**src/rtl/stopwatch_ctrl.sv**
```systemverilog
// Stopwatch control: debounced buttons, run/pause/lap FSM,
// centisecond tick prescaler and SS.cc BCD counter.
module stopwatch_ctrl #(
  parameter int unsigned TICK_DIV        = 1000000,
  parameter int unsigned DEBOUNCE_CYCLES = 1000000
) (
  input  logic        clk,
  input  logic        reset,
  input  logic        btn_ss,
  input  logic        btn_clr,
  input  logic        btn_lap,
  output logic [15:0] disp,
  output logic        running,
  output logic        frozen,
  output logic        tick,
  output logic        wrap
);

  localparam int PW = (TICK_DIV > 1) ? $clog2(TICK_DIV) : 1;
  localparam int DW = $clog2(DEBOUNCE_CYCLES + 1);

  typedef enum logic [1:0] {
    S_IDLE,
    S_RUN,
    S_LAP,
    S_PAUSE
  } state_e;

  state_e state_q, state_d;

  logic [2:0]         btn_w;
  logic [2:0]         s1_q, s2_q;
  logic [2:0]         acc_q, acc_d;
  logic [2:0]         arm_q, arm_d;
  logic [2:0]         ev_q, ev_d;
  logic [2:0][DW-1:0] db_q, db_d;
  logic [1:0]         warm_q, warm_d;

  logic [PW-1:0] pre_q, pre_d;
  logic [15:0]   cnt_q, cnt_d;
  logic [15:0]   disp_q, disp_d;

  logic ss_ev, clr_ev, lap_ev;
  logic act, clr_now;

  function automatic logic [15:0] bcd_inc(input logic [15:0] v);
    logic [3:0] d0, d1, d2, d3;
    {d3, d2, d1, d0} = v;
    if (d0 != 4'd9) begin
      d0 = d0 + 4'd1;
    end else begin
      d0 = 4'd0;
      if (d1 != 4'd9) begin
        d1 = d1 + 4'd1;
      end else begin
        d1 = 4'd0;
        if (d2 != 4'd9) begin
          d2 = d2 + 4'd1;
        end else begin
          d2 = 4'd0;
          d3 = (d3 == 4'd5) ? 4'd0 : d3 + 4'd1;
        end
      end
    end
    return {d3, d2, d1, d0};
  endfunction

  assign btn_w = {btn_lap, btn_clr, btn_ss};

  // A button must be seen low after reset before it may fire,
  // so a button held through reset never yields an event.
  always_comb begin
    warm_d = (warm_q == 2'd2) ? warm_q : warm_q + 2'd1;
    db_d   = db_q;
    acc_d  = acc_q;
    arm_d  = arm_q;
    ev_d   = '0;
    for (int i = 0; i < 3; i++) begin
      arm_d[i] = arm_q[i] | (warm_q == 2'd2 && !s2_q[i]);
      if (s2_q[i] == acc_q[i]) begin
        db_d[i] = '0;
      end else if (db_q[i] == DW'(DEBOUNCE_CYCLES - 1)) begin
        db_d[i]  = '0;
        acc_d[i] = s2_q[i];
        ev_d[i]  = s2_q[i] & arm_q[i];
      end else begin
        db_d[i] = db_q[i] + DW'(1);
      end
    end
  end

  assign ss_ev  = ev_q[0];
  assign clr_ev = ev_q[1] & ~ev_q[0];
  assign lap_ev = ev_q[2] & ~ev_q[1] & ~ev_q[0];

  always_comb begin
    state_d = state_q;
    unique case (state_q)
      S_IDLE: begin
        if (ss_ev) state_d = S_RUN;
      end
      S_RUN: begin
        if (ss_ev)       state_d = S_PAUSE;
        else if (lap_ev) state_d = S_LAP;
      end
      S_LAP: begin
        if (ss_ev)       state_d = S_PAUSE;
        else if (lap_ev) state_d = S_RUN;
      end
      S_PAUSE: begin
        if (ss_ev)       state_d = S_RUN;
        else if (clr_ev) state_d = S_IDLE;
      end
      default: state_d = S_IDLE;
    endcase
  end

  assign act     = (state_q == S_RUN) || (state_q == S_LAP);
  assign clr_now = (state_q == S_PAUSE) && (state_d == S_IDLE);
  assign tick    = act && (pre_q == PW'(TICK_DIV - 1));
  assign wrap    = tick && (cnt_q == 16'h5999);

  always_comb begin
    pre_d  = pre_q;
    cnt_d  = cnt_q;
    disp_d = cnt_q;
    if (state_q == S_IDLE || clr_now) begin
      pre_d = '0;
      cnt_d = '0;
    end else if (act) begin
      pre_d = tick ? '0 : pre_q + PW'(1);
      if (tick) cnt_d = bcd_inc(cnt_q);
    end
    // Staying in LAP keeps the snapshot taken on entry.
    if (state_q == S_LAP && state_d == S_LAP) disp_d = disp_q;
  end

  always_ff @(posedge clk) begin
    if (!reset) begin
      state_q <= S_IDLE;
      s1_q    <= '0;
      s2_q    <= '0;
      acc_q   <= '0;
      arm_q   <= '0;
      ev_q    <= '0;
      db_q    <= '0;
      warm_q  <= '0;
      pre_q   <= '0;
      cnt_q   <= '0;
      disp_q  <= '0;
    end else begin
      state_q <= state_d;
      s1_q    <= btn_w;
      s2_q    <= s1_q;
      acc_q   <= acc_d;
      arm_q   <= arm_d;
      ev_q    <= ev_d;
      db_q    <= db_d;
      warm_q  <= warm_d;
      pre_q   <= pre_d;
      cnt_q   <= cnt_d;
      disp_q  <= disp_d;
    end
  end

  assign disp    = disp_q;
  assign running = act;
  assign frozen  = (state_q == S_LAP);

endmodule
```
**config.mk**
```make
export PLATFORM = sky130hd
export DESIGN_NAME = stopwatch_ctrl
export DESIGN_NICKNAME = d
export VERILOG_FILES = /design/src/rtl/stopwatch_ctrl.sv
export SDC_FILE = /design/constraint.sdc
export NUM_CORES = 1
export LEC_CHECK = 0
export ABC_AREA = 1
export BUFFER_PORTS_ARGS = -buffer_cell sky130_fd_sc_hd__buf_2
export CORE_ASPECT_RATIO = 1.25
export CORE_UTILIZATION = 35
export DETAILED_ROUTE_END_ITERATION = 7
export GPL_TIMING_DRIVEN = 0
export SLEW_MARGIN = 20
export SYNTH_ARGS = -nofsm -noshare
export SYNTH_HDL_FRONTEND = slang
export SYNTH_SLANG_ARGS = --single-unit
```
**constraint.sdc**
```tcl
create_clock -name clk -period 4.6 [get_ports clk]
set_input_delay 0.23 -clock clk [delete_from_list [all_inputs] [get_ports clk]]
set_output_delay 0.23 -clock clk [all_outputs]
set_load 0.02 [all_outputs]
```
* After elaboration in Yosys (flattened, before gate mapping)
Index checks and enable logic that the tools add are counted.
Storage, ports and cells: register bits after elaboration 131, input bits 5, output and inout bits 20, logic and storage cells 108
Operators by class: $add $sub $neg 9, equality and inequality tests 17, mux-type cells 13, bitwise gates (word level) 21, reduce and logical (&&, ||, !) cells 28
Operators by type and width (count):
- 20-bit by 1-bit adder with 20-bit output (second input constant) | 4
- 20-bit == test (second input constant) | 4
- 20-bit 2-to-1 mux | 1
- 3-bit OR reduction | 6
- 4-bit by 1-bit adder with 4-bit output (second input constant) | 4
- 16-bit by 15-bit == test with 1-bit output (second input constant) | 1
- 4-bit 2-to-1 mux | 4
- 2-bit 2-to-1 mux | 7
- 4-bit inequality test (second input constant) | 3
- 1-bit NOT | 12
- 2-bit == test (second input constant) | 4
- 2-bit case mux with 4 select lines | 1
- 2-bit AND reduction | 4
- 1-bit logical AND | 7
- 1-bit bitwise AND | 6
- 5-bit AND reduction | 1
- 4-bit by 3-bit == test with 1-bit output (second input constant) | 1
- 2-bit logical NOT | 2
- 4-bit AND reduction | 1
- 1-bit == test | 3
- 1-bit logical NOT | 3
- 1-bit bitwise OR | 3
- 3-bit AND reduction | 1
- 2-bit by 1-bit adder with 2-bit output (second input constant) | 1
- other kinds (3) | 4

* Longest topological paths before layout
Gate-level depths: netlist (run 1).
word-level depth 10, depth in mapped cells 11

* Worst setup path after synthesis (run 1)
No wires, ideal clock.
path type register -> output, start point register state_q[1], end point output wrap, data arrival time 1984 ps, path slack 2386 ps, cell stages (with the launch flop) 8, path buffers 1, path through dfxtp_1 inv_1 ha_1 buf_4 nand3_1 nor2_1 nand3_1 nor4_1
On the way: word-level cells in the longest chain between the ends 4
RTL lines:
- start: declaration | RTL line 29 | state_e state_q, state_d;
- start signal: assignment | RTL line 152 | state_q <= state_d;
- 2-bit by 1-bit == test with 1-bit output / 2-bit == test (equally long branches) | RTL line 118 | assign act = (state_q == S_RUN) || (state_q == S_LAP);
- 1-bit logical OR (*) | RTL line 118
- via running | RTL line 13 | output logic running,
- 1-bit logical AND (*) | RTL line 120 | assign tick = act && (pre_q == PW'(TICK_DIV - 1));
- 1-bit logical AND (*) | RTL line 121 | assign wrap = tick && (cnt_q == 16'h5999);
- end: declaration | RTL line 16 | output logic wrap
The timed path passes the listed nets; every way through them passes the cells marked *.

* Worst setup path in the final report (run 1)
start point register state_q[1], end point output wrap
On the way: word-level cells in the longest chain between the ends 4
RTL lines (RTL line):
- 2-bit by 1-bit == test with 1-bit output / 2-bit == test (equally long branches) | 118
- 1-bit logical OR (*) | 118
- 1-bit logical AND (*) | 120
- 1-bit logical AND (*) | 121
Every way passes the cells marked *; elsewhere a longest branch is shown, timed or not.

==> reports/qor.tcl, run 1 <==
set qor(timing.final.crit_share_pct) 54.3
set qor(critical_path_class) {register to output port}
set qor(hold_start) {btn_ss}
set qor(ys_types) 42
set qor(detail_route.iter0.violations) 365
set qor(core_ar_mm2) 0.0188
set qor(final_design_area_no_fill_mm2) 0.00785
set qor(viasPerCell) 4.76
set qor(clk_latency_ns) 0.42
set qor(p_leak_uw) 0.00275
set qor(wl_um) 14900
set qor(powerDensity_mw_per_mm2) 344
set qor(timing.critical_path.from) {state_q[1]$_SDFF_PN0_}
set qor(placement.io_buffers) 23
set qor(post_synthesis_cell_area_mm2) 0.00678
set qor(avgSynthCellArea_um2) 6.90
set qor(cts_sinks) 131
set qor(worst-endpoint-arrival_ns) 2.27
set qor(wl_met1_um) 6930
set qor(area_added_between_synthesis_and_finish_pct) 15.8
set qor(routed_wire_length_on_met2_um) 7130
set qor(grt_start_max_net_pins) 17
set qor(worst_ir_drop_vdd_uv) 270
set qor(synth_sequential_area_ratio_pct) 38.7
set qor(number_of_antenna_violations_at_the_first_check_in_global_routing) 0
set qor(slew_viol_final) 0
set qor(hpwlAfterDp_um) 11000
set qor(synth_top_area_cell) {sky130_fd_sc_hd__dfxtp_1}
set qor(post-route-drc-count) 0
set qor(r2r_start) {state_q[0]$_SDFF_PN0_}
set qor(antenna_diode_instance_count) 0
set qor(grt.total_usage_pct) 16.0
set qor(cts_tree) {done}
set qor(drive_gt1_share_pct) 13.3
set qor(htreeDepth) 4
set qor(register_area_mm2) 0.00262
set qor(drt_first_pass_iters) 4
set qor(fmaxAchievable_mhz) 400
set qor(reg_clk_slew_reported_paths_ns) 0.06
set qor(yosysTopAreaCellShare_pct) 38.7
set qor(cts.path.max_buffers) 2
set qor(slew_headroom_pct) 71.4
set qor(num-fill-cells) 1915
set qor(grt-ovfl-total) 0
set qor(avgRoutedWirePerCell_um) 11.7
set qor(synth_edf_count) 0
set qor(fin_nets) 1041
set qor(synthesis.yosys.warnings) 0
set qor(cts_root_buf) {sky130_fd_sc_hd__clkbuf_16}
set qor(run_status) {finished clean}
set qor(holdCritPathClass) {input port to register}
set qor(cts_made_buffers) 17
set qor(routed_wl_met3_um) 575
set qor(number_of_cells_produced_by_synthesis) 983
set qor(die_y_um) 158
set qor(globalplace.congestion) 0.806
set qor(post_cts_resize_count) 0
set qor(layout_skew_ns) 0.0115
set qor(design.portCount) 25
set qor(cap_violations) 0
set qor(p_total_uw) 2700
set qor(layoutNonFillerInstCount) 1272
set qor(period_minus_slack_ns) 2.50
set qor(crit_required_ns) 4.37
set qor(synth_most_common_cell) {sky130_fd_sc_hd__nand2_1}
set qor(finalSetupViolations) 0
set qor(synth_top_cells_by_area) {sky130_fd_sc_hd__dfxtp_1 39%, sky130_fd_sc_hd__nand2_1 11%, sky130_fd_sc_hd__nor2_1 9.4%, sky130_fd_sc_hd__inv_1 6.5%, sky130_fd_sc_hd__nand4_1 4.8%}
set qor(hold_viol_final) 0
set qor(top_signal_layer_used) {met4}
set qor(synthFlopType) {sky130_fd_sc_hd__dfxtp_1}
set qor(tightestPinTransition_ns) 0.429
set qor(synth_top_cells_by_count) {202 x sky130_fd_sc_hd__nand2_1, 170 x sky130_fd_sc_hd__nor2_1, 131 x sky130_fd_sc_hd__dfxtp_1}
set qor(grt_setup_unrepaired) {no}
set qor(dieArea_mm2) 0.0199
set qor(drt.antenna.violating_nets) 0
set qor(floorplan.initialDensity_pct) 36.0
set qor(dpl.cell_count) 1238
set qor(ys_ff_latch) 131
set qor(dieWidth_um) 126
set qor(postSynthNetCount) 997
set qor(timing.critical_path.fanout_max) 10
set qor(grt_pass1_wl_um) 25600
set qor(worst_setup_path_end_kind) {output port}
set qor(num_rows) 56
set qor(via_count) 6056
set qor(multi_input_comb_area_mm2) 0.00352
set qor(final.setup.tns_ns) 0
set qor(vias_in_the_first_global_route) 5634
set qor(place_area_mm2) 0.00719
set qor(startpoint_type) {register}
set qor(synth-async-reset-ratio_pct) 0
final timing paths:
path	end	depth (start not counted)	slack [ns]
hold reg to reg	s2_q[0]$_SDFF_PN0_	2	0.42
setup / recovery	wrap	8	2.10
hold / removal	s1_q[0]$_SDFF_PN0_	3	0.01
setup reg to reg	pre_q[7]$_SDFFE_PP0P_	10	2.53
kinds of logic (layout without fill, tap and decap cells):
group | count (synthesis) | in the layout | synth area share [%]
compound gates | 77 | 77 | 6.15
xor+xnor | 31 | 31 | 4.00
fa+ha+maj | 9 | 9 | 1.66
buf+inv | 151 | 208 | 9.39
flops | 131 | 131 | 38.7
simple gates | 584 | 584 | 40.1
worst max-delay path, cell delays in order (launching register included):
cell and delay, ns:
sky130_fd_sc_hd__dfxtp_1 0.42, sky130_fd_sc_hd__inv_1 0.09, sky130_fd_sc_hd__ha_1 0.33, sky130_fd_sc_hd__buf_4 0.19
sky130_fd_sc_hd__nand3_1 0.11, sky130_fd_sc_hd__nor2_1 0.12, sky130_fd_sc_hd__nand3_1 0.15, sky130_fd_sc_hd__nor4_1 0.23
sky130_fd_sc_hd__buf_2 0.22
registers in the layout (all words and copies together), names as in the netlist:
signal   count
acc_q        3
arm_q        3
cnt_q       16
db_q        60
disp        16
ev_q         3
pre_q       20
s1_q         3
s2_q         3
state_q      2
warm_q       2
cell type report:
cell class | instances | share of cell area, %
Inverter | 132 | 6.34
Clock inverter | 9 | 2.25
Tap cell | 232 | 3.70
Multi-Input combinational cell | 701 | 44.9
Timing Repair Buffer | 25 | 1.72
Clock buffer | 23 | 5.96
Buffer | 19 | 1.77
Sequential cell | 131 | 33.4
what timing repair did:
action                    4_1_cts  5_1_grt
setup buffers                   0        0
hold endpoints to repair        1        1
hold buffers                    1        1
power breakdown:
| part | internal [uW] | switching, uW | leakage (uW) |
|---|---|---|---|
| clock network | 990 | 497 | 0.000311 |
| registers | 1150 | 8.58 | 0.00106 |
| logic | 19.8 | 32.3 | 0.00138 |
layout by cell type, fill, tap and decap left out, drive strengths merged:
master	Yosys	final
nand2	209	209
nor2	204	204
dfxtp	131	131
inv	128	128
nand3	69	69
nand4	53	53
a21oi	46	46
buf	18	41
nor3	34	34
clkbuf	1	24
xor2	20	20
o21ai	16	16
xnor2	11	11
ha	9	9
or2	7	7
clkinv	4	7
o21bai	6	6
nand3b	5	5
bufinv	0	5
a31oi	4	4
o22ai	2	2
nor3b	2	2
dlygate4sd3	0	2
o32ai	1	1
o211ai	1	1
a21o	1	1
nor4	1	1
clkinvlp	0	1
stage by stage:
| stage | hold WS (ns) | setup WS (ns) | util (%) |
|---|---|---|---|
| after floorplan | 0.328 | 2.39 | - |
| after global placement | 0.405 | 2.49 | 38.1 |
| after detailed placement | 0.405 | 2.50 | 38.1 |
| after CTS | 0.00124 | 2.04 | 41.6 |
| after global routing | 0.0227 | 1.87 | 41.6 |
| final | 0.0102 | 2.10 | 41.6 |
per-layer routing:
metal	global-route usage, %	up-vias
met5	0	-
met1	19.4	2692
met3	4.43	20
met2	27.2	96
met4	5.45	0
li1	-	3248
(Power assumes the default switching activity.)
==> run 2, diff against run 1 <==
- clock period: 4.6 -> 2.1 ns (I/O delays scaled with it)
==> run 2 against run 1 <==
  * Hold slack better by 0.41 ns
  * Global-route usage is 0.10 points higher
  * Clock-buffer cell count stayed put
  * Design area is 1.8% higher
  * First-iteration DRC count is 8.5% lower
  * Clock skew is 0.0022 ns lower
  * Utilization is 0.73 points higher
  * Sequential power is 120% higher
  * Critical path depth is 2 higher
  * Combinational power is 130% higher
  * Non-clock buffer count is 8 higher
  * Worst setup slack worse by 2.0 ns
  * Largest power group unchanged
  * Highest routed layer unchanged
==> reports/qor.tcl, run 2 (synthesis gave the netlist of run 1 again) <==
set qor(run_status) {finished clean} ;# unchanged
set qor(holdCritPathClass) {register to register} ;# was input port to register
set qor(p_leak_uw) 0.00281 ;# was 0.00275 uW
set qor(clk_latency_ns) 0.42 ;# about the same
set qor(cts_root_buf) {sky130_fd_sc_hd__clkbuf_16} ;# unchanged
set qor(drt_first_pass_iters) 4 ;# unchanged
set qor(detail_route.iter0.violations) 334 ;# was 365
set qor(dieWidth_um) 126 ;# unchanged
set qor(hold_worst_slack_ns) 0.419 ;# was 0.0102 ns
set qor(met3_usage_pct) 4.46 ;# was 4.43%
set qor(cts_made_buffers) 17 ;# unchanged
set qor(hold_viol_final) 0 ;# unchanged
set qor(area_added_between_synthesis_and_finish_pct) 17.8 ;# was 15.8%
set qor(cp-endpoint) {pre_q[7]$_SDFFE_PP0P_} ;# was wrap
set qor(internal_cell_power_uw) 4740 ;# was 2160 uW
set qor(viasPerCell) 4.77 ;# was 4.76
set qor(largest_registers) {db_q x60, pre_q x20} ;# unchanged
set qor(placement.io_buffers) 23 ;# unchanged
set qor(htreeDepth) 4 ;# unchanged
set qor(antenna_diode_instance_count) 0 ;# unchanged
set qor(cts_sinks) 131 ;# unchanged
set qor(grt.met1_usage_pct) 19.4 ;# about the same
set qor(number_of_antenna_violations_at_the_first_check_in_global_routing) 0 ;# unchanged
set qor(finalSetupViolations) 0 ;# unchanged
set qor(reg_clk_slew_reported_paths_ns) 0.06 ;# about the same
set qor(dieArea_mm2) 0.0199 ;# unchanged
set qor(worst_ir_drop_vdd_uv) 591 ;# was 270 uV
set qor(tightestPinTransition_ns) 0.463 ;# was 0.429 ns
set qor(cts.path.max_buffers) 2 ;# unchanged
set qor(crit_required_ns) 2.40 ;# was 4.37 ns
set qor(design.portCount) 25 ;# unchanged
set qor(startpoint_type) {register} ;# unchanged
set qor(final.setup.tns_ns) 0 ;# unchanged
set qor(grt_start_max_net_pins) 17 ;# unchanged
set qor(largest_register_ff_count) 60 ;# unchanged
set qor(r2r_start) {state_q[1]$_SDFF_PN0_} ;# was state_q[0]$_SDFF_PN0_
set qor(layout_skew_ns) 0.00931 ;# was 0.0115 ns
set qor(layoutNonFillerInstCount) 1280 ;# was 1272
set qor(fin_nets) 1049 ;# was 1041
set qor(post-route-drc-count) 0 ;# unchanged
set qor(worst_setup_path_end_kind) {register} ;# was output port
set qor(die_y_um) 158 ;# unchanged
set qor(p_sw_uw) 1170 ;# was 538 uW
set qor(critical_path_class) {register to register} ;# was register to output port
set qor(cts_tree) {done} ;# unchanged
set qor(global_route.peak_usage_layer) {met2} ;# unchanged
set qor(global_route.usage.met2_pct) 27.4 ;# was 27.2%
set qor(timing.reg2reg.worst_path_depth) 10 ;# unchanged
set qor(worst-endpoint-arrival_ns) 2.26 ;# was 2.27 ns
set qor(regToRegSetupSlack_ns) 0.14 ;# was 2.53 ns
set qor(largest_register) {db_q} ;# unchanged
set qor(grt.total_usage_pct) 16.1 ;# was 16.0%
set qor(hpwlAfterDp_um) 11000 ;# unchanged
set qor(num_rows) 56 ;# unchanged
set qor(p_sw_share_pct) 19.9 ;# about the same
set qor(slew_headroom_pct) 69.0 ;# was 71.4%
set qor(slew_viol_final) 0 ;# unchanged
set qor(mostFrequentLayoutCells) {202 x sky130_fd_sc_hd__nand2_1, 170 x sky130_fd_sc_hd__nor2_1, 129 x sky130_fd_sc_hd__dfxtp_1} ;# was 202 x sky130_fd_sc_hd__nand2_1, 170 x sky130_fd_sc_hd__nor2_1, 131 x sky130_fd_sc_hd__dfxtp_1
set qor(fmaxAchievable_mhz) 510
set qor(crit-reg2reg-capture) {pre_q[7]$_SDFFE_PP0P_} ;# unchanged
set qor(powerDensity_mw_per_mm2) 740 ;# was 344 mW/mm^2
set qor(pwr-share-clk_pct) 55.0 ;# was 55.1%
set qor(grt-ovfl-total) 0 ;# unchanged
set qor(drt.antenna.violating_nets) 0 ;# unchanged
set qor(drive_gt1_share_pct) 14.8 ;# was 13.3%
set qor(cap_violations) 0 ;# unchanged
set qor(grt_pass1_wl_um) 25700 ;# was 25600 um
set qor(floorplan.initialDensity_pct) 36.0 ;# unchanged
set qor(timing.critical_path.fanout_max) 10 ;# unchanged
set qor(timing.final.crit_share_pct) 93.4
set qor(core_ar_mm2) 0.0188 ;# unchanged
set qor(most_common_library_cell_in_the_layout_ignoring_fill_and_taps) {sky130_fd_sc_hd__nand2_1} ;# unchanged
set qor(timing.critical_path.from) {state_q[1]$_SDFF_PN0_} ;# unchanged
set qor(grt_setup_unrepaired) {no} ;# unchanged
set qor(via_count) 6111 ;# was 6056
set qor(seq_power_share_pct) 43.0 ;# about the same
set qor(avgRoutedWirePerCell_um) 11.8 ;# was 11.7 um
set qor(vias_in_the_first_global_route) 5673 ;# was 5634
set qor(globalplace.congestion) 0.806 ;# unchanged
set qor(dpl.cell_count) 1238 ;# unchanged
set qor(wl_um) 15100 ;# was 14900 um
set qor(power.share.combinational_pct) 2.0 ;# was 1.9%
set qor(period_minus_slack_ns) 1.96
## run 2: cell types whose count changed in the layout (fill, tap and decap cells not counted), sizes merged
cell	before	now
dlygate4sd3	2	4
buf	41	47
## run 2: what timing repair did
item | CTS | global route
gates resized for setup | 10 | 9
setup buffers | 5 | 1
setup endpoints to repair | 2 | 12
hold buffers | 4 | 0
pin swaps | 4 | 3
endpoints found under the hold margin | 4 | 0
## run 2: stage by stage
| step | instance area (um^2) | worst slack (ns) | power, uW | utilization [%] |
|---|---|---|---|---|
| 2_1_floorplan | 6780 | 0.0114 | 2680 | - |
| 3_3_place_gp | 7190 | 0.0193 | 2710 | 38.1 |
| 3_5_place_dp | 7190 | 0.0382 | 2710 | 38.1 |
| 4_1_cts | 7940 | 0.0171 | 5980 | 42.1 |
| 5_1_grt | 7990 | 0.00379 | 6130 | 42.4 |
| 6_report | 7990 | 0.138 | 5910 | 42.4 |
## run 2: critical path, stage by stage (launching register included)
cell and delay [ns]:
sky130_fd_sc_hd__dfxtp_4 0.35, sky130_fd_sc_hd__buf_4 0.15, sky130_fd_sc_hd__ha_1 0.22, sky130_fd_sc_hd__buf_6 0.15, sky130_fd_sc_hd__nor2_1 0.09, sky130_fd_sc_hd__nand3_1 0.12
sky130_fd_sc_hd__nand2_4 0.14, sky130_fd_sc_hd__nand4_2 0.21, sky130_fd_sc_hd__nand2_4 0.16, sky130_fd_sc_hd__buf_4 0.20, sky130_fd_sc_hd__nor2_1 0.06
## run 2: layout make-up
cell class                 instances  area [um^2]
buffer                            19          143
clock buffer                      23          468
clock inverter                     9          176
fill                            1901        10900
inverter                         132          498
multi-input combinational        701         3570
sequential                       131         2630
tap                              232          290
timing repair buffer              33          209
## run 2: metal layers
| layer | vias to the layer above | wire, um |
|---|---|---|
| li1 | 3266 | - |
| met1 | 2718 | 7110 |
| met2 | 101 | 7280 |
| met3 | 26 | 467 |
| met4 | 0 | 270 |
| met5 | - | 0 |
## run 2: worst min-delay path by stage
| stage | start | endpoint | slack [ns] | depth (start not counted) |
|---|---|---|---|---|
| final | s1_q[0]$_SDFF_PN0_ | s2_q[0]$_SDFF_PN0_ | 0.42 | 2 |
| after global routing | btn_lap | s1_q[2]$_SDFF_PN0_ | 0.42 | 4 |
| after CTS | btn_clr | s1_q[1]$_SDFF_PN0_ | 0.40 | 4 |
| after detailed placement | btn_clr | s1_q[1]$_SDFF_PN0_ | 0.30 | 3 |
| after global placement | btn_clr | s1_q[1]$_SDFF_PN0_ | 0.30 | 3 |
| after floorplan | btn_ss | s1_q[0]$_SDFF_PN0_ | 0.20 | 2 |
## run 2: power groups by stage
| stage | clock, uW | sequential (uW) | combinational [uW] |
|---|---|---|---|
| CTS | 3320 | 2540 | 120 |
| detailed placement | 0 | 2600 | 113 |
| finish | 3250 | 2540 | 118 |
| global route | 3440 | 2540 | 142 |
| global placement | 0 | 2600 | 110 |
| floorplan | 0 | 2590 | 89.3 |
==> run 3, diff against run 2 <==
- CORE_UTILIZATION: 35 -> 46
==> run 3 against run 2 <==
  * Wire length is 1.2% lower
  * Cell count is 4.4% lower
  * Critical path type is now register to output port
  * Utilization is 12 points higher
  * Critical path depth is 2 lower
  * Die area is 24% lower
==> reports/qor.tcl, run 3 (synthesis gave the netlist of run 1 again) <==
set qor(run_status) {finished clean} ;# unchanged
set qor(htreeDepth) 4 ;# unchanged
set qor(timing.final.crit_share_pct) 95.1 ;# was 93.4%
set qor(fin_nets) 1047 ;# was 1049
set qor(globalplace.congestion) 0.855 ;# was 0.806
set qor(largest_register_ff_count) 60 ;# unchanged
set qor(critical-path-top-cell-by-count) {sky130_fd_sc_hd__nand3_2}
set qor(mostFrequentLayoutCells) {202 x sky130_fd_sc_hd__nand2_1, 168 x sky130_fd_sc_hd__nor2_1, 129 x sky130_fd_sc_hd__dfxtp_1} ;# was 202 x sky130_fd_sc_hd__nand2_1, 170 x sky130_fd_sc_hd__nor2_1, 129 x sky130_fd_sc_hd__dfxtp_1
set qor(reg_clk_slew_reported_paths_ns) 0.05 ;# was 0.06 ns
set qor(cap_violations) 0 ;# unchanged
set qor(worst_path_max_delay_cell) {sky130_fd_sc_hd__dfxtp_4} ;# unchanged
set qor(grt_pass1_wl_um) 25600 ;# was 25700 um
set qor(post-route-drc-count) 0 ;# unchanged
set qor(placement.io_buffers) 23 ;# unchanged
set qor(crit_path_max_incr_delay_ns) 0.34 ;# was 0.35 ns
set qor(p_total_uw) 5550 ;# was 5910 uW
set qor(final_core_utilization_pct) 54.6 ;# was 42.4%
set qor(cts_tree) {done} ;# unchanged
set qor(timing.critical_path.buf_inv) 3 ;# unchanged
set qor(hold_viol_final) 0 ;# unchanged
set qor(floorplan.initialDensity_pct) 47.1 ;# was 36.0%
set qor(crit_required_ns) 2.00 ;# was 2.40 ns
set qor(avgRoutedWirePerCell_um) 12.2 ;# was 11.8 um
set qor(grt-ovfl-total) 0 ;# unchanged
set qor(cts.path.max_buffers) 2 ;# unchanged
set qor(largest_registers) {db_q x60, pre_q x20} ;# unchanged
set qor(holdCritPathClass) {register to register} ;# unchanged
set qor(layoutNonFillerInstCount) 1224 ;# was 1280
set qor(die_y_um) 138 ;# was 158 um
set qor(number_of_antenna_violations_at_the_first_check_in_global_routing) 0 ;# unchanged
set qor(wl_um) 14900 ;# was 15100 um
set qor(antenna_diode_instance_count) 0 ;# unchanged
set qor(area_added_between_synthesis_and_finish_pct) 16.0 ;# was 17.8%
set qor(period_minus_slack_ns) 2.00 ;# was 1.96 ns
set qor(drt_first_pass_iters) 4 ;# unchanged
set qor(fmaxAchievable_mhz) 501 ;# was 510 MHz
set qor(tightestPinTransition_ns) 0.538 ;# was 0.463 ns
set qor(layout_skew_ns) 0.00747 ;# was 0.00931 ns
set qor(dpl.cell_count) 1184 ;# was 1238
set qor(clk_latency_ns) 0.42 ;# about the same
set qor(most_common_library_cell_in_the_layout_ignoring_fill_and_taps) {sky130_fd_sc_hd__nand2_1} ;# unchanged
set qor(finalSetupViolations) 0 ;# unchanged
set qor(powerDensity_mw_per_mm2) 705 ;# was 740 mW/mm^2
set qor(worst_setup_path_end_kind) {output port} ;# was register
set qor(drt.antenna.violating_nets) 0 ;# unchanged
set qor(core_ar_mm2) 0.0144 ;# was 0.0188 mm^2
set qor(design.portCount) 25 ;# unchanged
set qor(startpoint_type) {register} ;# unchanged
set qor(largest_register) {db_q} ;# unchanged
set qor(slew_headroom_pct) 64.0 ;# was 69.0%
set qor(viasPerCell) 4.95 ;# was 4.77
set qor(worst-endpoint-arrival_ns) 1.89 ;# was 2.26 ns
set qor(cts_sinks) 131 ;# unchanged
set qor(via_count) 6059 ;# was 6111
set qor(grt_setup_unrepaired) {no} ;# unchanged
set qor(hpwlAfterDp_um) 11000 ;# about the same
set qor(critical_path_class) {register to output port} ;# was register to register
set qor(num-fill-cells) 1430 ;# was 1901
set qor(detail_route.iter0.violations) 296 ;# was 334
set qor(list_of_cells_traversed_by_the_critical_path) {inv_1 > ha_4 > buf_6 > nand3_2 > nor2_2 > nand3_2 > nor4_4 > buf_4} ;# was buf_4 > ha_1 > buf_6 > nor2_1 > nand3_1 > nand2_4 > nand4_2 > nand2_4 > buf_4 > nor2_1
set qor(cts_made_buffers) 17 ;# unchanged
set qor(final.setup.tns_ns) 0 ;# unchanged
set qor(cts_root_buf) {sky130_fd_sc_hd__clkbuf_16} ;# unchanged
set qor(p_leak_uw) 0.00278 ;# was 0.00281 uW
set qor(worst_ir_drop_vdd_uv) 649 ;# was 591 uV
set qor(num_rows) 49 ;# was 56
set qor(grt_start_max_net_pins) 17 ;# unchanged
set qor(hold_worst_slack_ns) 0.416 ;# was 0.419 ns
set qor(dieWidth_um) 111 ;# was 126 um
set qor(drive_gt1_share_pct) 14.9 ;# was 14.8%
set qor(slew_viol_final) 0 ;# unchanged
set qor(timing.critical_path.fanout_max) 2 ;# was 10
set qor(dieArea_mm2) 0.0152 ;# was 0.0199 mm^2
set qor(path_delay_family) {simple AND/OR/NAND/NOR gates} ;# unchanged
set qor(grt.total_usage_pct) 20.7 ;# was 16.1%
set qor(vias_in_the_first_global_route) 5721 ;# was 5673
-- run 3: cell count changes in the layout (fill, tap and decap cells not counted), sizes merged --
cell    delta
clkinv     +4
buf        -2
clkbuf     -1
bufinv     -3
-- run 3: per-stage QoR --
step           setup slack, ns  area [um^2]
2_1_floorplan           0.0114         6780
4_1_cts                0.00205         7800
5_1_grt                 0.0121         7870
3_3_place_gp         -0.000774         7120
6_report                 0.104         7870
3_5_place_dp            0.0402         7120
-- run 3: worst paths after layout --
check,from,to,slack [ns],cells after the start
max,state_q[1]$_SDFF_PN0_,wrap,0.10,8
min,s1_q[0]$_SDFF_PN0_,s2_q[0]$_SDFF_PN0_,0.42,2
max reg2reg,state_q[1]$_SDFF_PN0_,pre_q[13]$_SDFFE_PP0P_,0.18,10
min reg2reg,s1_q[0]$_SDFF_PN0_,s2_q[0]$_SDFF_PN0_,0.42,2
-- run 3: report_power, final --
group          internal, uW  switching (uW)
Sequential             2520            19.5
Combinational          47.2            75.0
Clock                  1830            1050
-- run 3: worst reg2reg max path: stages, from the launching register on --
cell and delay [ns]:
sky130_fd_sc_hd__dfxtp_4 0.34, sky130_fd_sc_hd__buf_4 0.15, sky130_fd_sc_hd__ha_1 0.21, sky130_fd_sc_hd__buf_6 0.15
sky130_fd_sc_hd__nor2_1 0.10, sky130_fd_sc_hd__nand3_1 0.12, sky130_fd_sc_hd__nand2_4 0.15, sky130_fd_sc_hd__nand4_4 0.15
sky130_fd_sc_hd__nand2_4 0.17, sky130_fd_sc_hd__buf_4 0.21, sky130_fd_sc_hd__nor2_1 0.07
-- run 3: repair_timing --
item,4_1_cts,5_1_grt
setup buffers,4,0
setup endpoints to repair,2,13
gates resized for setup,7,15
hold buffers,4,0
hold endpoints to repair,5,0
pin swaps,3,2
-- run 3: layout make-up --
class | instances | area, um^2 | area share [%]
Inverter | 132 | 498 | 6.33
Clock buffer | 22 | 474 | 6.03
Sequential cell | 131 | 2630 | 33.4
Buffer | 19 | 143 | 1.81
Tap cell | 178 | 223 | 2.83
Clock inverter | 10 | 106 | 1.35
Multi-Input combinational cell | 701 | 3600 | 45.7
Timing Repair Buffer | 31 | 198 | 2.51
-- run 3: per-layer routing --
metal  up-vias  routed length, um  GRT usage [%]
met5         -                  0              0
met1      2702               6770           24.1
li1       3259                  -              -
met4         0                239           7.48
met3        19                452           4.53
met2        79               7480           37.2
